File: src/rtl/traceback_unit.sv
// Needleman-Wunsch traceback: walks the direction matrix from (N,N) to (0,0) and
// streams one alignment op per step on a valid/ready interface.
module traceback_unit #(
  parameter int N       = 5,
  parameter int BitAddr = $clog2(N+1),
  parameter int RD_LAT  = 1
) (
  input  logic               clk,
  input  logic               rst,
  input  logic               start,
  output logic               en_traceB,
  output logic [BitAddr:0]   i_t,
  output logic [BitAddr:0]   j_t,
  input  logic [2:0]         symbol_out,
  output logic               op_valid,
  input  logic               op_ready,
  output logic [1:0]         op_code,
  output logic [BitAddr:0]   op_i,
  output logic [BitAddr:0]   op_j,
  output logic               busy,
  output logic               done,
  output logic               err,
  output logic [BitAddr+1:0] len
);

  typedef enum logic [2:0] {
    S_IDLE, S_READ, S_WAIT, S_EMIT, S_DONE, S_ERR
  } state_e;

  localparam logic [1:0] OP_DIAG = 2'b00;
  localparam logic [1:0] OP_UP   = 2'b01;
  localparam logic [1:0] OP_LEFT = 2'b10;
  localparam int         CW      = $clog2(RD_LAT+1);

  localparam logic [BitAddr:0]   IDX_N   = (BitAddr+1)'(N);
  localparam logic [BitAddr+1:0] LEN_MAX = (BitAddr+2)'(2*N);
  localparam logic [CW-1:0]      WAIT_LAST = CW'(RD_LAT);

  state_e               state_q, state_d;
  logic [BitAddr:0]     i_q, i_d, j_q, j_d;
  logic [BitAddr:0]     it_q, it_d, jt_q, jt_d;
  logic [BitAddr+1:0]   len_q, len_d;
  logic [1:0]           code_q, code_d;
  logic [CW-1:0]        wcnt_q, wcnt_d;

  always_ff @(posedge clk) begin
    if (rst) begin
      state_q <= S_IDLE;
      i_q     <= '0;
      j_q     <= '0;
      it_q    <= '0;
      jt_q    <= '0;
      len_q   <= '0;
      code_q  <= '0;
      wcnt_q  <= '0;
    end else begin
      state_q <= state_d;
      i_q     <= i_d;
      j_q     <= j_d;
      it_q    <= it_d;
      jt_q    <= jt_d;
      len_q   <= len_d;
      code_q  <= code_d;
      wcnt_q  <= wcnt_d;
    end
  end

  always_comb begin
    state_d   = state_q;
    i_d       = i_q;
    j_d       = j_q;
    it_d      = it_q;
    jt_d      = jt_q;
    len_d     = len_q;
    code_d    = code_q;
    wcnt_d    = wcnt_q;
    en_traceB = 1'b0;
    done      = 1'b0;
    // RAM address is live only in the READ cycle; otherwise the last address is held
    i_t       = it_q;
    j_t       = jt_q;

    case (state_q)
      S_IDLE, S_DONE, S_ERR: begin
        if (start) begin
          i_d     = IDX_N;
          j_d     = IDX_N;
          len_d   = '0;
          state_d = S_READ;
        end
      end
      S_READ: begin
        if (i_q == '0 && j_q == '0) begin
          done    = 1'b1;
          state_d = S_DONE;
        end else if (i_q == '0) begin
          code_d  = OP_LEFT;
          state_d = S_EMIT;
        end else if (j_q == '0) begin
          code_d  = OP_UP;
          state_d = S_EMIT;
        end else begin
          en_traceB = 1'b1;
          i_t       = i_q;
          j_t       = j_q;
          it_d      = i_q;
          jt_d      = j_q;
          wcnt_d    = CW'(1);
          state_d   = S_WAIT;
        end
      end
      S_WAIT: begin
        if (wcnt_q == WAIT_LAST) begin
          case (symbol_out)
            3'b100:  begin code_d = OP_DIAG; state_d = S_EMIT; end
            3'b010:  begin code_d = OP_UP;   state_d = S_EMIT; end
            3'b001:  begin code_d = OP_LEFT; state_d = S_EMIT; end
            default: state_d = S_ERR;
          endcase
        end else begin
          wcnt_d = wcnt_q + CW'(1);
        end
      end
      S_EMIT: begin
        if (op_ready) begin
          // guard against a corrupted matrix producing an over-long path
          if (len_q == LEN_MAX) begin
            state_d = S_ERR;
          end else begin
            len_d   = len_q + 1'b1;
            state_d = S_READ;
            if (code_q != OP_LEFT) i_d = i_q - 1'b1;
            if (code_q != OP_UP)   j_d = j_q - 1'b1;
          end
        end
      end
      default: state_d = S_IDLE;
    endcase
  end

  assign op_valid = (state_q == S_EMIT);
  assign op_code  = code_q;
  assign op_i     = i_q;
  assign op_j     = j_q;
  assign busy     = (state_q == S_READ) || (state_q == S_WAIT) || (state_q == S_EMIT);
  assign err      = (state_q == S_ERR);
  assign len      = len_q;

endmodule

File: config.mk
export PLATFORM = sky130hd
export DESIGN_NAME = traceback_unit
export DESIGN_NICKNAME = d
export VERILOG_FILES = /design/src/rtl/traceback_unit.sv
export SDC_FILE = /design/constraint.sdc
export NUM_CORES = 1
export LEC_CHECK = 0
export BUFFER_PORTS_ARGS = -buffer_cell sky130_fd_sc_hd__buf_4
export CORE_UTILIZATION = 55
export DETAILED_ROUTE_END_ITERATION = 12
export GPL_TIMING_DRIVEN = 0
export PLACE_DENSITY = 0.88
export SLEW_MARGIN = 25
export SYNTH_ARGS = -nofsm -noshare
export SYNTH_HDL_FRONTEND = slang
export SYNTH_SLANG_ARGS = --single-unit
File: constraint.sdc
create_clock -name clk -period 3.5 [get_ports clk]
set_input_delay 0 -clock clk [delete_from_list [all_inputs] [get_ports clk]]
set_output_delay 0 -clock clk [all_outputs]
set_load 0.005 [all_outputs]
==> flow_metrics.env, run 1 <==
export IMPL_status="finished clean"
export IMPL_hold_buffers=0
export IMPL_syn2layout_area_growth_pct=21.19
export IMPL_post_cts_setup_buffers=0
export IMPL_hold_viol=0
export IMPL_clock_fmax_mhz=419.8
export IMPL_synth_enable_flop_cells=0
export IMPL_max_cap_viol_count=0
export IMPL_yosysWarnings=0
export IMPL_crit_path_end_kind="primary output"
export IMPL_p_leak_uw=0.0007384
export IMPL_dominantRegCellSynth="dfxtp_1"
export IMPL_critPathRequiredTime_ns=3.50
export IMPL_drt_total_wl_um=3072
export IMPL_peakVddDrop_v=0.0005014
export IMPL_num_fill_cells=210
export IMPL_relSlewSlack_pct=42.66
export IMPL_grt_start_max_net_pins=17
export IMPL_critPathLaunchType="flip-flop"
export IMPL_slew_viol_final=0
export IMPL_ys_seq_elements=27
export IMPL_core_mm2=0.002522
export IMPL_drive_above_1_share_pct=23.61
export IMPL_worst_path_buf_inv=4
export IMPL_cts_resized=0
export IMPL_period_minus_slack_ns=2.382
export IMPL_die_area_mm2=0.002917
export IMPL_clock_skew_ns=0.008448
export IMPL_grt_overflow=0
export IMPL_finalSetupTns_ns=0
export IMPL_drc=0
export IMPL_cts_sinks=27
export IMPL_cpMaxStageDelayCell="nor3b_1"
export IMPL_final_common_cell="buf_4"
export IMPL_power_total_uw=1360
export IMPL_routedWlPerCell_um=12.49
export IMPL_grt_pass1_vias=1217
export IMPL_grt_use_total_pct=23.19
export IMPL_cts_tree="built"
export IMPL_clockBufferDepth=2
export IMPL_fin_nets=228
export IMPL_fin_crit_sh_pct=68.06
export IMPL_crit_fanout=10
export IMPL_grt_pass1_wl_um=5023
export IMPL_synthCells=179
export IMPL_die_h_um=54.01
export IMPL_tightest_slew_ns=0.8528
export IMPL_multi_input_area_um2=853.3
export IMPL_avgSynthCellArea_um2=8.311
export IMPL_yosysUniqueCellTypes=44
export IMPL_clk_latency_ns=0.32
export IMPL_cts_clk_slew_worst_paths_ns=0.14
export IMPL_seqCellArea_um2=540.5
export IMPL_ant_nets=0
export IMPL_vias=1386
export IMPL_hold_path_class="in2reg"
export IMPL_synth_area_mm2=0.001488
export IMPL_post_place_ws_ns=1.196
export IMPL_antenna_found_initial=0
export IMPL_syn_nets=190
export IMPL_cp_top_family="simple AND/OR/NAND/NOR gates"
export IMPL_drt_initial_drc_count=21
export IMPL_hpwlAfterDp_um=2438
export IMPL_worstSetupPathType="reg2out"
export IMPL_arrival_ns=2.38
export IMPL_die_x_um=54.01
export IMPL_drt_pass1_iterations=4
export IMPL_setup_violations=0
export IMPL_ioPinCount=35
export IMPL_finalWorstSetupSlack_ns=1.118
export IMPL_yosysSeqAreaShare_pct=36.33
export IMPL_cts_inserted_buffers=3
export IMPL_p_per_area_mw_per_mm2=754.5
export IMPL_rows=18
export IMPL_viasPerCell=5.634
export IMPL_htree_levels=1
export IMPL_io_buffers=33
export IMPL_n_antenna_cell=0
export IMPL_cts_root_buf="clkbuf_4"
export IMPL_initial_core_util_pct=58.98
export IMPL_globalplace_congestion=0.8310
export IMPL_slowest_delay_ns=0.60
export IMPL_crit_chain="inv_1 > ha_1 > nor3b_1 > or3_1 > buf_2 > buf_6 > a22o_1 > buf_4"
export IMPL_async_reset_ff_share_pct=0
export IMPL_layout_common_cells="buf_4 (33), dfxtp_1 (27), nor2_1 (20), nand2_1 (14), a21oi_1 (11)"
export IMPL_rsz0062_at_grt="false"
-- metal layers --
| metal | routed length [µm] | global-route usage [%] | share of wire, % |
|---|---|---|---|
| met1 | 1414 | 28.64 | 46 |
| met2 | 1506 | 41.15 | 49 |
| met3 | 127 | 3.390 | 4.1 |
| met4 | 23 | 6.838 | 0.75 |
| met5 | 0 | 0 | 0 |
-- metrics by stage --
step,hold slack (ns),instance area (µm²),instances,utilization (%)
2_1_floorplan,0.2489,1488,179,-
3_3_place_gp,0.3553,1773,242,70.29
6_report,0.02359,1803,246,71.48
5_1_grt,0.05412,1803,246,71.48
3_5_place_dp,0.3625,1773,242,70.29
4_1_cts,0.03019,1803,246,71.48
-- sequential cells by signal (all words and copies together), names as in the netlist --
name,count
state_q,3
jt_q,4
len,5
it_q,4
op_code,2
op_j,4
op_i,4
wcnt_q,1
-- cells in the mapped netlist (all sizes together), types with 2 or more instances --
library cell	count	share of area [%]
nand3	5	1.7
and4	2	1.2
nor2	20	5.0
a22o	4	2.4
nor3	5	1.7
a21oi	11	3.7
clkbuf	5	1.3
nand2	14	3.5
dfxtp	27	36
xnor2	4	2.4
nand2b	4	1.7
a21o	2	1.0
xor2	2	1.2
buf	6	2.8
o31ai	3	1.5
nor3b	3	1.8
inv	9	2.3
a211oi	9	4.5
ha	4	3.4
o211ai	2	1.0
or3b	2	1.2
a311oi	2	1.2
o21ai	10	4.4
a31oi	2	0.84
nor2b	9	4.3
-- final timing paths --
path	slack (ns)	cells past startpoint	startpoint	to
setup / recovery	1.12	8	op_j[0]	j_t[2]
hold / removal	0.02	2	rst	jt_q[0]
setup reg to reg	1.16	9	op_j[0]	op_code[0]
hold reg to reg	0.53	1	op_j[0]	op_j[0]
-- cell type report --
class                   instances  area share, %
multi-input cells             132          47.33
repair buffers                 33          13.74
clock buffers                   3          1.249
well taps                      30          2.082
clock inverters                 1         0.4164
flip-flops and latches         27          29.98
inverters                       9          1.874
plain buffers                  11          3.331
-- report_power, final --
part,total [µW],internal (µW),switching [µW]
Combinational,762,350,412
Clock,137,43.7,92.8
Sequential,461,382,79.4
Total,1360,776,584
-- kinds of logic after synthesis --
group                    count (synthesis)  synth area share, %
AND/OR/NAND/NOR                         72                26.66
AO/OA/AOI/OAI                           50                23.80
flip-flops                              27                36.33
buffers and inverters                   20                6.307
XOR/XNOR                                 6                3.532
adder cells (fa/ha/maj)                  4                3.364
Note: power is estimated with default switching activity, not from simulation.
==> inputs of run 2 (changes only) <==
--- a/config.mk
+++ b/config.mk
@@ -6,10 +6,10 @@
 export NUM_CORES = 1
 export LEC_CHECK = 0
 export BUFFER_PORTS_ARGS = -buffer_cell sky130_fd_sc_hd__buf_4
-export CORE_UTILIZATION = 55
+export CORE_UTILIZATION = 53
 export DETAILED_ROUTE_END_ITERATION = 12
 export GPL_TIMING_DRIVEN = 0
-export PLACE_DENSITY = 0.88
+export PLACE_DENSITY = 0.86
 export SLEW_MARGIN = 25
 export SYNTH_ARGS = -nofsm -noshare
 export SYNTH_HDL_FRONTEND = slang
==> constraint.sdc (replaced) <==
create_clock -name clk -period 2.24 [get_ports clk]
set_input_delay 0 -clock clk [delete_from_list [all_inputs] [get_ports clk]]
set_output_delay 0 -clock clk [all_outputs]
set_load 0.005 [all_outputs]
==> run 2 against run 1 <==
Effect of this change:
- non-clock buffer count grew 3
- clock-buffer cell count is the same
- sequential share of layout area shrank 0.89 points
- wire length grew 14%
- sequential power grew 60%
- clock power grew 65%
- critical path type unchanged
- critical endpoint unchanged
- largest cell class unchanged
- highest routed layer unchanged
==> flow_metrics.env, run 2 (same netlist as run 1, synthesis figures left out) <==
export IMPL_layout_common_cells="buf_4 (37), dfxtp_1 (23), nor2_1 (20), nand2_1 (14), a21oi_1 (10)"
export IMPL_critPathRequiredTime_ns=2.24
export IMPL_fin_nets=231
export IMPL_cts_root_buf="clkbuf_4"
export IMPL_crit_path_end_kind="primary output"
export IMPL_fin_crit_sh_pct=95.07
export IMPL_clk_latency_ns=0.34
export IMPL_clock_skew_ns=0.01119
export IMPL_final_core_util_pct=73.05
export IMPL_reg2reg_to="op_j[2]"
export IMPL_met3_length_um=176
export IMPL_p_per_area_mw_per_mm2=1230
export IMPL_arrival_ns=2.13
export IMPL_grt_overflow=0
export IMPL_r2r_start="state_q[0]"
export IMPL_r2r_setup_slack_ns=0.19
export IMPL_hold_path_class="in2reg"
export IMPL_slew_viol_final=0
export IMPL_highest_layer="met4"
export IMPL_largest_reg_flops=5
export IMPL_wl_met2_um=1719
export IMPL_post_place_ws_ns=-0.07802
export IMPL_vias=1441
export IMPL_initial_core_util_pct=57.94
export IMPL_core_mm2=0.002567
export IMPL_status="finished clean"
export IMPL_final_common_cell="buf_4"
export IMPL_ioPinCount=35
export IMPL_setup_violations=0
export IMPL_ant_nets=0
export IMPL_htree_levels=1
export IMPL_period_minus_slack_ns=2.130
export IMPL_relSlewSlack_pct=58.13
export IMPL_peakVddDrop_v=0.001220
export IMPL_die_area_mm2=0.003023
export IMPL_drt_pass1_iterations=4
export IMPL_grt_start_max_net_pins=17
export IMPL_grt_pass1_vias=1296
export IMPL_worstSetupPathType="reg2out"
export IMPL_tightest_slew_ns=0.6244
export IMPL_hold_slack_ns=0.02620
export IMPL_stdcell_count=249
export IMPL_p_leak_uw=0.0007713
export IMPL_rows=18
export IMPL_clock_fmax_mhz=469.6
export IMPL_die_h_um=54.98
export IMPL_hold_viol=0
export IMPL_finalWorstSetupSlack_ns=0.1105
export IMPL_min_delay_start="start"
export IMPL_viasPerCell=5.787
export IMPL_drt_initial_drc_count=34
export IMPL_grt_pass1_wl_um=5451
export IMPL_cts_sinks=27
export IMPL_antenna_found_initial=0
export IMPL_drive_above_1_share_pct=29.22
export IMPL_cts_inserted_buffers=3
export IMPL_reg2reg_depth=8
export IMPL_clockBufferDepth=2
export IMPL_max_cap_viol_count=0
export IMPL_die_x_um=54.98
export IMPL_n_antenna_cell=0
export IMPL_drc=0
export IMPL_power_total_uw=2306
export IMPL_critPathLaunchType="flip-flop"
export IMPL_cts_clk_slew_worst_paths_ns=0.16
export IMPL_io_buffers=33
export IMPL_drt_total_wl_um=3514
export IMPL_grt_use_total_pct=25.37
export IMPL_crit_fanout=10
export IMPL_rsz0062_at_grt="false"
export IMPL_placed_cells_incl_taps=242
export IMPL_wl_met1_um=1574
export IMPL_syn2layout_area_growth_pct=26.07
export IMPL_hold_path_depth=3
export IMPL_cts_tree="built"
export IMPL_whs_endpoint="len[4]"
export IMPL_hpwlAfterDp_um=2531
export IMPL_routedWlPerCell_um=14.11
export IMPL_globalplace_congestion=0.8273
-- run 2: cell count changes in the layout (fill, tap and decap cells not counted), moves of 2 or more --
cell | before | now
dfxtp_1 | 27 | 23
dfxtp_2 | 0 | 4
buf_4 | 33 | 37
nor3b_4 | 0 | 2
buf_2 | 3 | 1
-- run 2: worst max path at each step --
stage | start | slack (ns) | to | depth (start not counted)
final | op_i[1] | 0.11 | j_t[2] | 7
after global routing | state_q[0] | 0.005 | op_j[2] | 8
after global placement | op_j[0] | -0.009 | op_code[0] | 9
after CTS | state_q[2] | 0.004 | j_t[2] | 7
after detailed placement | op_j[0] | -0.08 | op_code[0] | 9
after floorplan | op_j[0] | 0.25 | op_code[1] | 9
-- run 2: cell type report --
cell class | count | area, µm²
Multi-Input combinational cell | 132 | 889.6
Fill cell | 202 | 691.9
Sequential cell | 27 | 545.5
Timing Repair Buffer | 38 | 287.8
Buffer | 9 | 51.30
Tap cell | 30 | 37.54
Inverter | 9 | 33.78
Clock buffer | 3 | 22.52
Clock inverter | 1 | 7.507
-- run 2: routing by layer --
| metal | vias up | global-route usage (%) |
|---|---|---|
| li1 | 712 | - |
| met1 | 668 | 29.07 |
| met2 | 53 | 43.37 |
| met3 | 8 | 6.557 |
| met4 | 0 | 12.50 |
| met5 | - | 0 |
-- run 2: repair_timing --
action	4_1_cts	5_1_grt
endpoints found under the setup margin	10	11
resized for setup	7	7
hold endpoints to repair	1	0
hold buffers	1	0
setup buffers	1	3
-- run 2: worst max-delay path, stage by stage, from the launching register on --
cell and delay [ns]:
dfxtp_1 0.40, inv_1 0.10, ha_1 0.23, nor3b_4 0.18, or3_4 0.38, buf_6 0.16
a22o_1 0.19, buf_4 0.14
-- run 2: stage by stage --
| stage | setup TNS (ns) | cell area (µm²) |
|---|---|---|
| 5_1_grt | 0 | 1876 |
| 6_report | 0 | 1876 |
| 3_5_place_dp | -0.1171 | 1773 |
| 2_1_floorplan | 0 | 1488 |
| 4_1_cts | 0 | 1834 |
| 3_3_place_gp | -0.01308 | 1773 |
-- run 2: where the power goes --
part           internal [µW]  total (µW)  leakage, µW  switching (µW)
Sequential               602         739     0.000222             137
Clock                   68.6         226    0.0000139             157
Combinational            640        1340     0.000536             702
==> inputs of run 3 (changes only) <==
--- a/config.mk
+++ b/config.mk
@@ -6,7 +6,9 @@
 export NUM_CORES = 1
 export LEC_CHECK = 0
 export BUFFER_PORTS_ARGS = -buffer_cell sky130_fd_sc_hd__buf_4
-export CORE_UTILIZATION = 53
+export CELL_PAD_IN_SITES_DETAIL_PLACEMENT = 1
+export CELL_PAD_IN_SITES_GLOBAL_PLACEMENT = 1
+export CORE_UTILIZATION = 39
 export DETAILED_ROUTE_END_ITERATION = 12
 export GPL_TIMING_DRIVEN = 0
 export PLACE_DENSITY = 0.86
==> constraint.sdc (replaced) <==
create_clock -name clk -period 2.24 [get_ports clk]
set_input_delay 0 -clock clk [delete_from_list [all_inputs] [get_ports clk]]
set_output_delay 0 -clock clk [all_outputs]
set_load 0.02 [all_outputs]
==> run 3 against run 2 <==
Effect of this change:
- critical path type unchanged
- sequential cell count unchanged
- critical path depth unchanged
- cell count grew 5.6%
- sequential power is 1% higher
- clock-buffer cell count is the same
- power grew 7.8%
- clock power increased by 27%
- largest power group unchanged
- sequential share of layout area down 0.12 points
- die area increased by 34%
==> flow_metrics.env, run 3 (same netlist as run 1, synthesis figures left out) <==
export IMPL_fin_nets=227
export IMPL_setup_violations=0
export IMPL_crit_fanout=10
export IMPL_clock_power_share_pct=11.6
export IMPL_clock_fmax_mhz=462.4
export IMPL_grt_use_total_pct=20.56
export IMPL_antenna_found_initial=0
export IMPL_drt_initial_drc_count=54
export IMPL_cts_root_buf="clkbuf_8"
export IMPL_die_area_mm2=0.004065
export IMPL_tightest_slew_ns=0.7679
export IMPL_fin_crit_sh_pct=96.54
export IMPL_hold_path_class="in2reg"
export IMPL_peakVddDrop_v=0.0005493
export IMPL_clk_latency_ns=0.27
export IMPL_max_cap_viol_count=0
export IMPL_final_core_util_pct=51.33
export IMPL_finalSetupTns_ns=0
export IMPL_viasPerCell=5.548
export IMPL_syn2layout_area_growth_pct=26.32
export IMPL_globalplace_congestion=0.7794
export IMPL_routedWlPerCell_um=15.49
export IMPL_vias=1459
export IMPL_die_x_um=63.76
export IMPL_largest_reg_flops=5
export IMPL_n_antenna_cell=0
export IMPL_io_buffers=33
export IMPL_switching_share_pct=46.78
export IMPL_drc=0
export IMPL_p_leak_uw=0.0007589
export IMPL_status="finished clean"
export IMPL_clock_skew_ns=0.002783
export IMPL_drt_pass1_iterations=4
export IMPL_hold_viol=0
export IMPL_critPathLaunchType="flip-flop"
export IMPL_crit_path_end_kind="primary output"
export IMPL_die_h_um=63.76
export IMPL_grt_pass1_wl_um=6603
export IMPL_grt_start_max_net_pins=17
export IMPL_cts_tree="built"
export IMPL_grt_overflow=0
export IMPL_grt_pass1_vias=1419
export IMPL_num_fill_cells=465
export IMPL_slew_viol_final=0
export IMPL_worstSetupPathType="reg2out"
export IMPL_layout_common_cells="buf_4 (33), dfxtp_1 (24), nor2_1 (20), nand2_1 (14)"
export IMPL_cts_sinks=27
export IMPL_p_seq_share_pct=30.1
export IMPL_drt_total_wl_um=4075
export IMPL_critPathRequiredTime_ns=2.24
export IMPL_initial_core_util_pct=40.64
export IMPL_period_minus_slack_ns=2.163
export IMPL_relSlewSlack_pct=48.50
export IMPL_ioPinCount=35
export IMPL_p_int_uw=1323
export IMPL_rows=22
export IMPL_multi_input_area_um2=888.4
export IMPL_final_common_cell="buf_4"
export IMPL_seqCellArea_um2=544.3
export IMPL_cts_inserted_buffers=3
export IMPL_clockBufferDepth=2
export IMPL_arrival_ns=2.16
export IMPL_core_mm2=0.003661
export IMPL_switching_power_uw=1163
export IMPL_htree_levels=1
export IMPL_cts_clk_slew_worst_paths_ns=0.10
export IMPL_ant_nets=0
export IMPL_rsz0062_at_grt="false"
export IMPL_p_per_area_mw_per_mm2=1323
export IMPL_share_comb_of_total_power_pct=58.3
export IMPL_post_cts_setup_buffers=0
export IMPL_power_total_uw=2486
export IMPL_drive_above_1_share_pct=27.44
export IMPL_hold_slack_ns=0.1163
export IMPL_hpwlAfterDp_um=3024
## run 3: area by class of cell
type,instances,share of cell area [%]
Inverter,9,1.798
Sequential cell,27,28.96
Clock inverter,1,0.3995
Timing Repair Buffer,33,13.18
Clock buffer,3,2.197
Buffer,10,2.996
Tap cell,48,3.196
Multi-Input combinational cell,132,47.27
## run 3: repair_timing
action	4_1_cts	5_1_grt
pin swaps	0	1
resized for setup	3	9
endpoints found under the setup margin	12	15
hold buffers	0	0
gates cloned	0	0
## run 3: path summary, 6_finish.rpt
kind | slack (ns) | end | startpoint | cells after the start
setup reg to reg | 0.19 | op_i[2] | state_q[0] | 8
hold / removal | 0.12 | op_code[0] | symbol_out[0] | 4
hold reg to reg | 0.47 | op_j[0] | op_j[0] | 1
setup / recovery | 0.08 | j_t[2] | state_q[2] | 7
## run 3: stage by stage
step	instances	instance area (µm²)	setup WS, ns
final	263	1879	0.07749
after global routing	263	1879	0.008512
after CTS	264	1858	-0.02239
after detailed placement	260	1795	-0.1286
after global placement	260	1795	-0.07069
after floorplan	179	1488	0.09379
## run 3: per-layer routing
| layer | routed length, µm | GRT usage [%] |
|---|---|---|
| met1 | 1880 | 25.52 |
| met2 | 1994 | 35.64 |
| met3 | 122 | 2.679 |
| met4 | 78 | 8.239 |
| met5 | 0 | 0 |
## run 3: worst max-delay path, cell delays in order (launching register included)
cell,delay (ns)
dfxtp_1,0.32
buf_6,0.13
or3b_1,0.33
buf_2,0.16
or3_4,0.41
buf_6,0.17
a22o_1,0.21
buf_4,0.17
## run 3: power by group through the flow
stage	registers (µW)	clock network [µW]	logic (µW)
finish	747	288	1450
global route	765	319	1580
CTS	735	297	1410
detailed placement	741	0	1390
global placement	735	0	1340
floorplan	790	0	895
